===== config.mk =====
export PLATFORM = sky130hd
export DESIGN_NAME = xyz_frame_tx
export DESIGN_NICKNAME = d
export VERILOG_FILES = /design/src/rtl/xyz_pkg.sv /design/src/rtl/xyz_frame_buf.sv /design/src/rtl/xyz_frame_tx.sv
export SDC_FILE = /design/constraint.sdc
export NUM_CORES = 1
export LEC_CHECK = 0
export BUFFER_PORTS_ARGS = -buffer_cell sky130_fd_sc_hd__buf_4
export CAP_MARGIN = 20
export CORE_ASPECT_RATIO = 0.7
export CORE_MARGIN = 4
export CORE_UTILIZATION = 50
export CTS_CLUSTER_SIZE = 8
export DETAILED_ROUTE_END_ITERATION = 8
export PLACE_DENSITY = 0.69
export SKIP_CTS_REPAIR_TIMING = 1
export SLEW_MARGIN = 10
export SYNTH_ARGS = -nofsm -noshare
export SYNTH_HDL_FRONTEND = slang
export SYNTH_SLANG_ARGS = --single-unit

===== constraint.sdc =====
create_clock -name clk50 -period 7.73 [get_ports clk50]
set_input_delay 0.3865 -clock clk50 [delete_from_list [all_inputs] [get_ports clk50]]
set_output_delay 0.3865 -clock clk50 [all_outputs]
set_load 0.005 [all_outputs]

===== src/rtl/xyz_pkg.sv =====
// Shared types and constants for the x/y/z frame transmitter.
// Latency: n/a (declarations only).
// Backpressure: n/a.
package xyz_pkg;

   localparam int FRAME_LEN = 15;
   localparam int PAY_LEN   = 12;

   localparam logic [7:0] HDR0_DEF = 8'hA5;
   localparam logic [7:0] HDR1_DEF = 8'h5A;

   typedef enum logic [2:0] {
      ST_IDLE,
      ST_SEND_H0,
      ST_SEND_H1,
      ST_SEND_PAY,
      ST_SEND_CS
   } state_e;

   // x occupies the most significant bits so payload byte 0 is x[31:24]
   typedef struct packed {
      logic [31:0] x;
      logic [31:0] y;
      logic [31:0] z;
   } triple_t;

   // Big-endian payload byte selection: idx 0..11 walks x, y, z MSB first
   function automatic logic [7:0] pay_byte(input triple_t t, input logic [3:0] idx);
      logic [95:0] sh;
      sh = t << {idx, 3'b000};
      return sh[95:88];
   endfunction

endpackage


===== src/rtl/xyz_frame_buf.sv =====
// One-deep pending triple slot with latest-wins overwrite and saturating drop counter.
// Latency: stored triple visible one cycle after push; full/drop_cnt registered.
// Backpressure: never stalls; an overwrite of a full slot (without a same-cycle pop) counts a drop.
module xyz_frame_buf
   import xyz_pkg::*;
#(
   parameter int DROP_W = 8
) (
   input  logic              clk50,
   input  logic              rst,
   input  logic              push,
   input  logic              pop,
   input  logic              clr,
   input  triple_t           din,
   output triple_t           dout,
   output logic              full,
   output logic              full_nxt,
   output logic [DROP_W-1:0] drop_cnt
);

   triple_t           slot_q, slot_d;
   logic              full_q, full_d;
   logic [DROP_W-1:0] drop_q, drop_d;

   // Next slot contents, occupancy and drop count; clr dominates push and pop
   always_comb begin
      slot_d = slot_q;
      full_d = full_q;
      drop_d = drop_q;
      if (clr) begin
         full_d = 1'b0;
         drop_d = '0;
      end else if (push) begin
         slot_d = din;
         full_d = 1'b1;
         // A push onto a slot that is being popped this cycle is a refill, not a loss
         if (full_q && !pop && (drop_q != {DROP_W{1'b1}})) begin
            drop_d = drop_q + 1'b1;
         end
      end else if (pop) begin
         full_d = 1'b0;
      end
   end

   // Slot state registers
   always_ff @(posedge clk50 or posedge rst) begin
      if (rst) begin
         slot_q <= '0;
         full_q <= 1'b0;
         drop_q <= '0;
      end else begin
         slot_q <= slot_d;
         full_q <= full_d;
         drop_q <= drop_d;
      end
   end

   assign dout     = slot_q;
   assign full     = full_q;
   assign full_nxt = full_d;
   assign drop_cnt = drop_q;

endmodule


===== src/rtl/xyz_frame_tx.sv =====
// Serialises x/y/z triples into 15-byte frames (HDR0 HDR1 12 payload bytes CSUM).
// Latency: valid in cycle t from IDLE gives tx_valid with HDR0 in cycle t+1; one byte per handshake.
// Backpressure: tx_valid/tx_data held until tx_ready; one triple queued, newer ones overwrite it.
module xyz_frame_tx
   import xyz_pkg::*;
#(
   parameter logic [7:0] HDR0   = HDR0_DEF,
   parameter logic [7:0] HDR1   = HDR1_DEF,
   parameter int         DROP_W = 8
) (
   input  logic              clk50,
   input  logic              rst,
   input  logic [31:0]       x,
   input  logic [31:0]       y,
   input  logic [31:0]       z,
   input  logic              valid,
   input  logic              clr,
   output logic [7:0]        tx_data,
   output logic              tx_valid,
   input  logic              tx_ready,
   output logic              busy,
   output logic [DROP_W-1:0] drop_cnt
);

   state_e     state_q, state_d;
   logic [3:0] idx_q, idx_d;
   logic [7:0] csum_q, csum_d;
   triple_t    active_q, active_d;
   logic [7:0] tx_data_q, tx_data_d;
   logic       tx_valid_q, tx_valid_d;
   logic       busy_q, busy_d;

   triple_t    in_t;
   triple_t    pend_t;
   logic       pend_full;
   logic       pend_full_nxt;
   logic       hs;
   logic       pop;
   logic       direct;
   logic       push;

   assign in_t = '{x: x, y: y, z: z};
   assign hs   = tx_valid_q & tx_ready;

   // New triples go to the slot whenever the FSM cannot take them itself
   assign push = valid & ~clr & (state_q != ST_IDLE) & ~direct;

   xyz_frame_buf #(
      .DROP_W (DROP_W)
   ) u_buf (
      .clk50    (clk50),
      .rst      (rst),
      .push     (push),
      .pop      (pop),
      .clr      (clr),
      .din      (in_t),
      .dout     (pend_t),
      .full     (pend_full),
      .full_nxt (pend_full_nxt),
      .drop_cnt (drop_cnt)
   );

   // Next state, active triple, checksum, and the registered byte presented next cycle
   always_comb begin
      state_d    = state_q;
      idx_d      = idx_q;
      csum_d     = csum_q;
      active_d   = active_q;
      pop        = 1'b0;
      direct     = 1'b0;
      tx_valid_d = 1'b0;
      tx_data_d  = 8'h00;
      busy_d     = 1'b0;

      case (state_q)
         ST_IDLE: begin
            // A valid in IDLE starts a frame even when clr is asserted with it
            if (valid) begin
               active_d = in_t;
               state_d  = ST_SEND_H0;
            end
         end
         ST_SEND_H0: begin
            if (hs) state_d = ST_SEND_H1;
         end
         ST_SEND_H1: begin
            if (hs) begin
               state_d = ST_SEND_PAY;
               idx_d   = 4'd0;
            end
         end
         ST_SEND_PAY: begin
            if (hs) begin
               csum_d = csum_q + pay_byte(active_q, idx_q);
               if (idx_q == 4'(PAY_LEN - 1)) begin
                  state_d = ST_SEND_CS;
               end else begin
                  idx_d = idx_q + 4'd1;
               end
            end
         end
         ST_SEND_CS: begin
            if (hs) begin
               // Pending triple has priority; a same-cycle arrival then refills the slot
               if (pend_full && !clr) begin
                  pop      = 1'b1;
                  active_d = pend_t;
                  state_d  = ST_SEND_H0;
               end else if (valid && !clr) begin
                  direct   = 1'b1;
                  active_d = in_t;
                  state_d  = ST_SEND_H0;
               end else begin
                  state_d = ST_IDLE;
               end
            end
         end
         default: state_d = ST_IDLE;
      endcase

      if ((state_d == ST_SEND_H0) && (state_q != ST_SEND_H0)) begin
         csum_d = 8'h00;
      end

      // Output byte is derived from the next state so it is registered and stable while stalled
      tx_valid_d = (state_d != ST_IDLE);
      case (state_d)
         ST_SEND_H0:  tx_data_d = HDR0;
         ST_SEND_H1:  tx_data_d = HDR1;
         ST_SEND_PAY: tx_data_d = pay_byte(active_d, idx_d);
         ST_SEND_CS:  tx_data_d = csum_d;
         default:     tx_data_d = 8'h00;
      endcase

      busy_d = (state_d != ST_IDLE) | pend_full_nxt;
   end

   // Frame state and output registers
   always_ff @(posedge clk50 or posedge rst) begin
      if (rst) begin
         state_q    <= ST_IDLE;
         idx_q      <= 4'd0;
         csum_q     <= 8'h00;
         active_q   <= '0;
         tx_data_q  <= 8'h00;
         tx_valid_q <= 1'b0;
         busy_q     <= 1'b0;
      end else begin
         state_q    <= state_d;
         idx_q      <= idx_d;
         csum_q     <= csum_d;
         active_q   <= active_d;
         tx_data_q  <= tx_data_d;
         tx_valid_q <= tx_valid_d;
         busy_q     <= busy_d;
      end
   end

   assign tx_data  = tx_data_q;
   assign tx_valid = tx_valid_q;
   assign busy     = busy_q;

endmodule


==> metrics, run 1 <==
routed vias=11000; layout cells sized above 1=0.256; status=complete, but fails checks; Primary FF master, synth=dfrtp_1; synth warn=0; Setup crit start kind=flop; leak pwr=6.00 nW; Post-Syn Area=12700 um^2; Starting Density=0.512; most numerous cell in the Yosys netlist=dfrtp_1; Synth Register Bits=226; global-route wire length before repair=62400 um; Synth Instances=1202; Setup TNS=0 ps; DRC Markers=0; clock sinks=226; Core Util, Final=0.586; max-slew violations=0; number of synthesized flops with an enable pin=0; area delta synth->final=14.4%; Filler cells=2120; largest family of logic cells by synthesized area=compound AO/OA/AOI/OAI gates; die area=28100 um^2; multiplexer area fraction after synthesis=0.142; number of diodes=0; post-layout net count=1374; io pins=119; Post-synth ARST share=1.00; total core area=24900 um^2; number of global-route vias before repair=10600; CP required=8080 ps; Post-Synth XOR/XNOR Area=0.00963; failing checks=hold timing; share of the synthesized area in the top cell type=0.444; HP Class=in2async; Initial DRC Count=1164; post-synth cell types=83; pin count of the biggest net entering global routing=101; floorplan row count=48; Slew @ Worst Pin=1150 ps; Hold Violations, Final=13; post-synthesis sequential area ratio=0.444; multi-input logic area=6480 um^2; Antenna Violating Nets Remaining=0; placed insts=1552; endpoint class of the critical path=flop; clk root buf=clkbuf_16; Num CTS Buffers=34; Mean Syn Cell Area=10.6 um^2; CTS HTree Levels=2; initial antenna violation count=1; compound-cell area share of the yosys netlist=0.238; Clock Path Buffers=3; GRT Total Usage=0.280; Pre-antenna DRT Iters=5; PD cells=413 nW/um^2; Placer Congestion=0.959; routed wire length=39700 um; RSZ-0062 raised after global routing=false; Yosys top cell by area=dfrtp_1; Slew HR=0.234; Clock Pin Slew Worst Setup and Hold Paths=50 ps; Fin Hold WS=-55.1 ps; Die Span Y=142 um; Register Area=5660 um^2; final setup vio count=0; GRT overflow=0; fin crit share=0.503; Fmax=0.257 GHz; vias per cell=6.91; top post-synthesis cells by area=dfrtp_1 44%, mux2_2 8.7%, mux4_2 4.2%; Die W=199 um; maximum fanout along the worst path=45; HPWL Detailed=25400 um; synth cell count leaders=226 x dfrtp_1, 121 x nor2_1, 98 x mux2_2, 82 x o22ai_1, 59 x a21oi_1; wire length per cell=24.9 um; critical path type=reg2reg; syn nets=1313; Adder-Cell Fraction of Synth Area=0.0104; IO buf count=118; data arrival time of the critical path=4240 ps; Max Cap Viol=0; simple-gate area share of the yosys netlist=0.107; VDD IR max=0.228 mV; non-filler cells, final=1591; TritonCTS clock tree=yes; Worst Skew=16.4 ps; Final Critical Period=3890 ps; worst-skew pair later-pin latency=510 ps
sequential cells by signal, indices dropped and copies added (netlist names):
register        cells
tx_valid            1
idx_q               4
u_buf.dout         96
active_q           96
state_q             3
csum_q              8
u_buf.full          1
u_buf.drop_cnt      8
tx_data             8
busy                1
worst max-delay path, stage by stage (launching register included):
cell and delay, ps:
dfrtp_2 380, buf_4 310, ha_1 340, and3b_1 230, nor4_1 470, nor2_2 50, buf_4 290, inv_2 680
a211oi_1 100, a2111oi_0 640, o211ai_1 170
path summary, 6_finish.rpt:
kind | start | end | slack [ps] | depth (start not counted)
setup / recovery | idx_q[0] | tx_data[3] | 3840 | 10
hold reg to reg | u_buf.dout[87] | u_buf.dout[87] | 500 | 1
min in group clk50 | z[31] | u_buf.dout[31] | 120 | 2
max in group asynchronous | rst | idx_q[0] | 6340 | 3
setup reg to reg | idx_q[0] | tx_data[3] | 3840 | 10
hold / removal | rst | u_buf.dout[77] | -60 | 2
area by class of cell:
| type | instances | share of cell area |
|---|---|---|
| Sequential cell | 226 | 0.388 |
| Multi-Input combinational cell | 842 | 0.445 |
| Tap cell | 325 | 0.0279 |
| Clock inverter | 3 | 0.00258 |
| Timing Repair Buffer | 134 | 0.0690 |
| Clock buffer | 36 | 0.0604 |
| Inverter | 25 | 0.00695 |
kinds of logic after synthesis:
logic type               Yosys count
multiplexers                     138
adder cells (fa/ha/maj)           10
AND/OR/NAND/NOR                  274
buffers and inverters            134
XOR/XNOR                          14
AO/OA/AOI/OAI                    406
flip-flops                       226
placed cells by master (no fill, tap or decap), types with 8 or more instances in the layout:
cell	Yosys	routed
dfrtp_1	226	225
nand3_1	13	13
a21o_1	51	51
buf_4	6	134
o221ai_1	8	8
a221o_1	36	36
o22ai_1	82	82
a21oi_1	59	59
inv_1	22	21
ha_1	9	9
o22a_1	8	8
or3_1	12	12
nand2_1	25	25
o31ai_1	10	10
nor2_1	121	118
mux2i_1	16	16
a221oi_1	45	45
clkbuf_16	0	35
a31oi_1	9	9
o21ai_0	22	22
nor3_1	32	32
mux4_2	24	24
nand4_1	12	12
and3_1	14	14
mux2_2	98	98
layer usage:
| layer | track usage | wire [um] | up-vias |
|---|---|---|---|
| met2 | 0.393 | 17000 | 555 |
| met1 | 0.434 | 18000 | 5561 |
| met3 | 0.0738 | 3910 | 72 |
| met4 | 0.0615 | 730 | 2 |
| met5 | 0 | 12 | - |
| li1 | - | - | 4811 |
report_power, final:
part / leakage, nW / total, mW / internal [mW] / switching (mW)
Sequential: 2.65 / 2.01 / 1.62 / 0.383
Combinational: 2.90 / 2.68 / 1.12 / 1.56
Clock: 0.451 / 1.34 / 0.804 / 0.532
Total: 6.00 / 6.03 / 3.55 / 2.48
per-stage QoR:
stage	hold WS, ps	setup slack [ps]	power (mW)	cell area, um^2
after floorplan	472	1150	3.81	12700
after global placement	481	3930	4.56	13700
after detailed placement	489	3870	4.62	13700
after CTS	14.3	3870	5.98	14600
after global routing	18.1	3600	6.36	14600
final	-55.1	3840	6.03	14600
(Power assumes the default switching activity.)
==> inputs of run 2 (changes only) <==
--- a/config.mk
+++ b/config.mk
@@ -12,7 +12,7 @@
 export CORE_UTILIZATION = 50
 export CTS_CLUSTER_SIZE = 8
 export DETAILED_ROUTE_END_ITERATION = 8
-export PLACE_DENSITY = 0.69
+export PLACE_DENSITY = 0.72
 export SKIP_CTS_REPAIR_TIMING = 1
 export SLEW_MARGIN = 10
 export SYNTH_ARGS = -nofsm -noshare
==> constraint.sdc (replaced) <==
create_clock -name clk50 -period 3.2 [get_ports clk50]
set_input_delay 0.16 -clock clk50 [delete_from_list [all_inputs] [get_ports clk50]]
set_output_delay 0.16 -clock clk50 [all_outputs]
set_load 0.005 [all_outputs]
==> metrics, run 2 (synthesis gave the netlist of run 1 again) <==
Num CTS Buffers=34 (unchanged); Psw=6.44 mW (+160%); area delta synth->final=27.4%; Fin Hold WS=17.6 ps (+72.7 ps); global-route wire length before repair=64000 um (+2.5%); Seq pwr share=0.314 (-0.019); Placer Congestion=0.932 (-2.9%); endpoint class of the critical path=flop; PD cells=972 nW/um^2 (+130%); status=completed; max-slew violations=0 (unchanged); clock power share=0.205 (-0.017); final setup vio count=0 (unchanged); Die Span Y=142 um (unchanged); Fmax=0.321 GHz (+25%); pin count of the biggest net entering global routing=115 (+14%); routed vias=11800 (+6.9%); CTS HTree Levels=2 (unchanged); pre-CTS setup slack=-134 ps (-4000 ps); worst-skew pair later-pin latency=530 ps (+20 ps); Max Cap Viol=0 (unchanged); Initial DRC Count=1477 (+27%); initial antenna violation count=3 (+2); Clock Pin Slew Worst Setup and Hold Paths=50 ps (about the same); fin crit share=0.975 (+0.472); HPWL Detailed=28200 um (+11%); Slew @ Worst Pin=696 ps (-453 ps); clk root buf=clkbuf_16; maximum fanout along the worst path=8 (-82%); Pre-antenna DRT Iters=6 (+1); Filler cells=1945 (-8.3%); most frequent cells in the layout=225 x dfrtp_1, 180 x buf_4, 118 x nor2_1; GRT Total Usage=0.290 (+0.0101); Hold Violations, Final=0 (-13); Starting Density=0.512 (unchanged); post-layout net count=1532 (+11%); HP Class=in2reg; post-layout worst setup margin=80.0 ps (-3760 ps); RSZ-0062 raised after global routing=true; wire length per cell=24.2 um (-3.1%); TritonCTS clock tree=yes; leak pwr=6.75 nW (+13%); Slew HR=0.535 (+0.301); cell-internal power=9.32 mW (+160%); Logic pwr share=0.481 (+0.035); Setup crit start kind=flop; Worst Skew=24.0 ps (+7.59 ps); io pins=119 (unchanged); VDD IR max=0.479 mV (+110%); Die W=199 um (unchanged); Antenna Violating Nets Remaining=0 (unchanged); Final Critical Period=3120 ps (-765 ps); clock sinks=226 (unchanged); Clock Path Buffers=3 (unchanged); DRC Markers=0 (unchanged); GRT overflow=0 (unchanged); number of diodes=0 (unchanged); floorplan row count=48 (unchanged); vias per cell=6.72 (-2.8%); data arrival time of the critical path=3500 ps (-740 ps); total core area=24900 um^2 (unchanged); layout cells sized above 1=0.278 (+0.0222); critical path type=reg2reg; routed wire length=42300 um (+6.5%); IO buf count=118 (unchanged); number of global-route vias before repair=11000 (+4.3%); Sw Ratio=0.409 (-0.00243); commonest non-fill, non-tap cell in the layout=dfrtp_1; CP required=3580 ps (-4500 ps); die area=28100 um^2 (unchanged)
## run 2: changes by cell type in the layout (fill, tap and decap cells not counted), sizes merged
cell	before	now
inv	27	26
buf	134	195
dlygate4sd3	0	97
clkinvlp	0	1
## run 2: area by class of cell
type	count	area [um^2]	area share
tap	325	407	0.0251
clock inverter	3	37.5	0.00231
inverter	25	100	0.00617
sequential	226	5660	0.349
multi-input combinational	842	6550	0.404
timing repair buffer	292	2590	0.160
clock buffer	36	880	0.0542
## run 2: per-stage QoR
step	cell area, um^2	utilization	setup TNS, ps	total power, mW	cells
2_1_floorplan	12700	-	0	9.22	1202
3_3_place_gp	14200	0.571	-68.3	11.7	1606
3_5_place_dp	14200	0.571	-190	11.9	1606
4_1_cts	15100	0.608	-298	15.1	1645
5_1_grt	16200	0.652	-298	16.6	1749
6_report	16200	0.652	0	15.8	1749
## run 2: worst paths after layout
kind / from / to / slack, ps / cells past startpoint
worst max-delay path: idx_q[0] / tx_data[7] / 80 / 12
worst min-delay path: clr / u_buf.drop_cnt[1] / 20 / 2
worst max register to register: idx_q[0] / tx_data[7] / 80 / 12
worst min register to register: u_buf.dout[79] / u_buf.dout[79] / 500 / 1
max in group asynchronous: rst / active_q[22] / 2240 / 4
min in group asynchronous: rst / u_buf.dout[32] / 350 / 4
## run 2: worst max-delay path, stage by stage, from the launching register on
cell	delay (ps)
dfrtp_2	510
buf_6	150
mux4_2	490
mux2i_1	180
o22ai_2	100
ha_1	330
a21oi_2	200
o221ai_2	140
o41ai_2	320
xor2_1	170
nor2_1	60
xnor2_1	230
a211oi_1	100
## run 2: metal layers
| layer | part of all wire | wire, um | vias up | GRT usage |
|---|---|---|---|---|
| met4 | 0.027 | 1160 | 6 | 0.0896 |
| li1 | - | - | 5132 | - |
| met5 | 0.00092 | 39 | - | 0 |
| met3 | 0.11 | 4560 | 121 | 0.0821 |
| met1 | 0.44 | 18400 | 5833 | 0.436 |
| met2 | 0.43 | 18100 | 663 | 0.406 |
## run 2: power groups by stage
stage               clock network [mW]  logic, mW  registers [mW]
finish                            3.23       7.57            4.96
global route                      3.41       8.14            5.04
CTS                               3.27       6.99            4.89
detailed placement                   0       6.94            4.92
global placement                     0       6.83            4.91
floorplan                            0       4.77            4.45
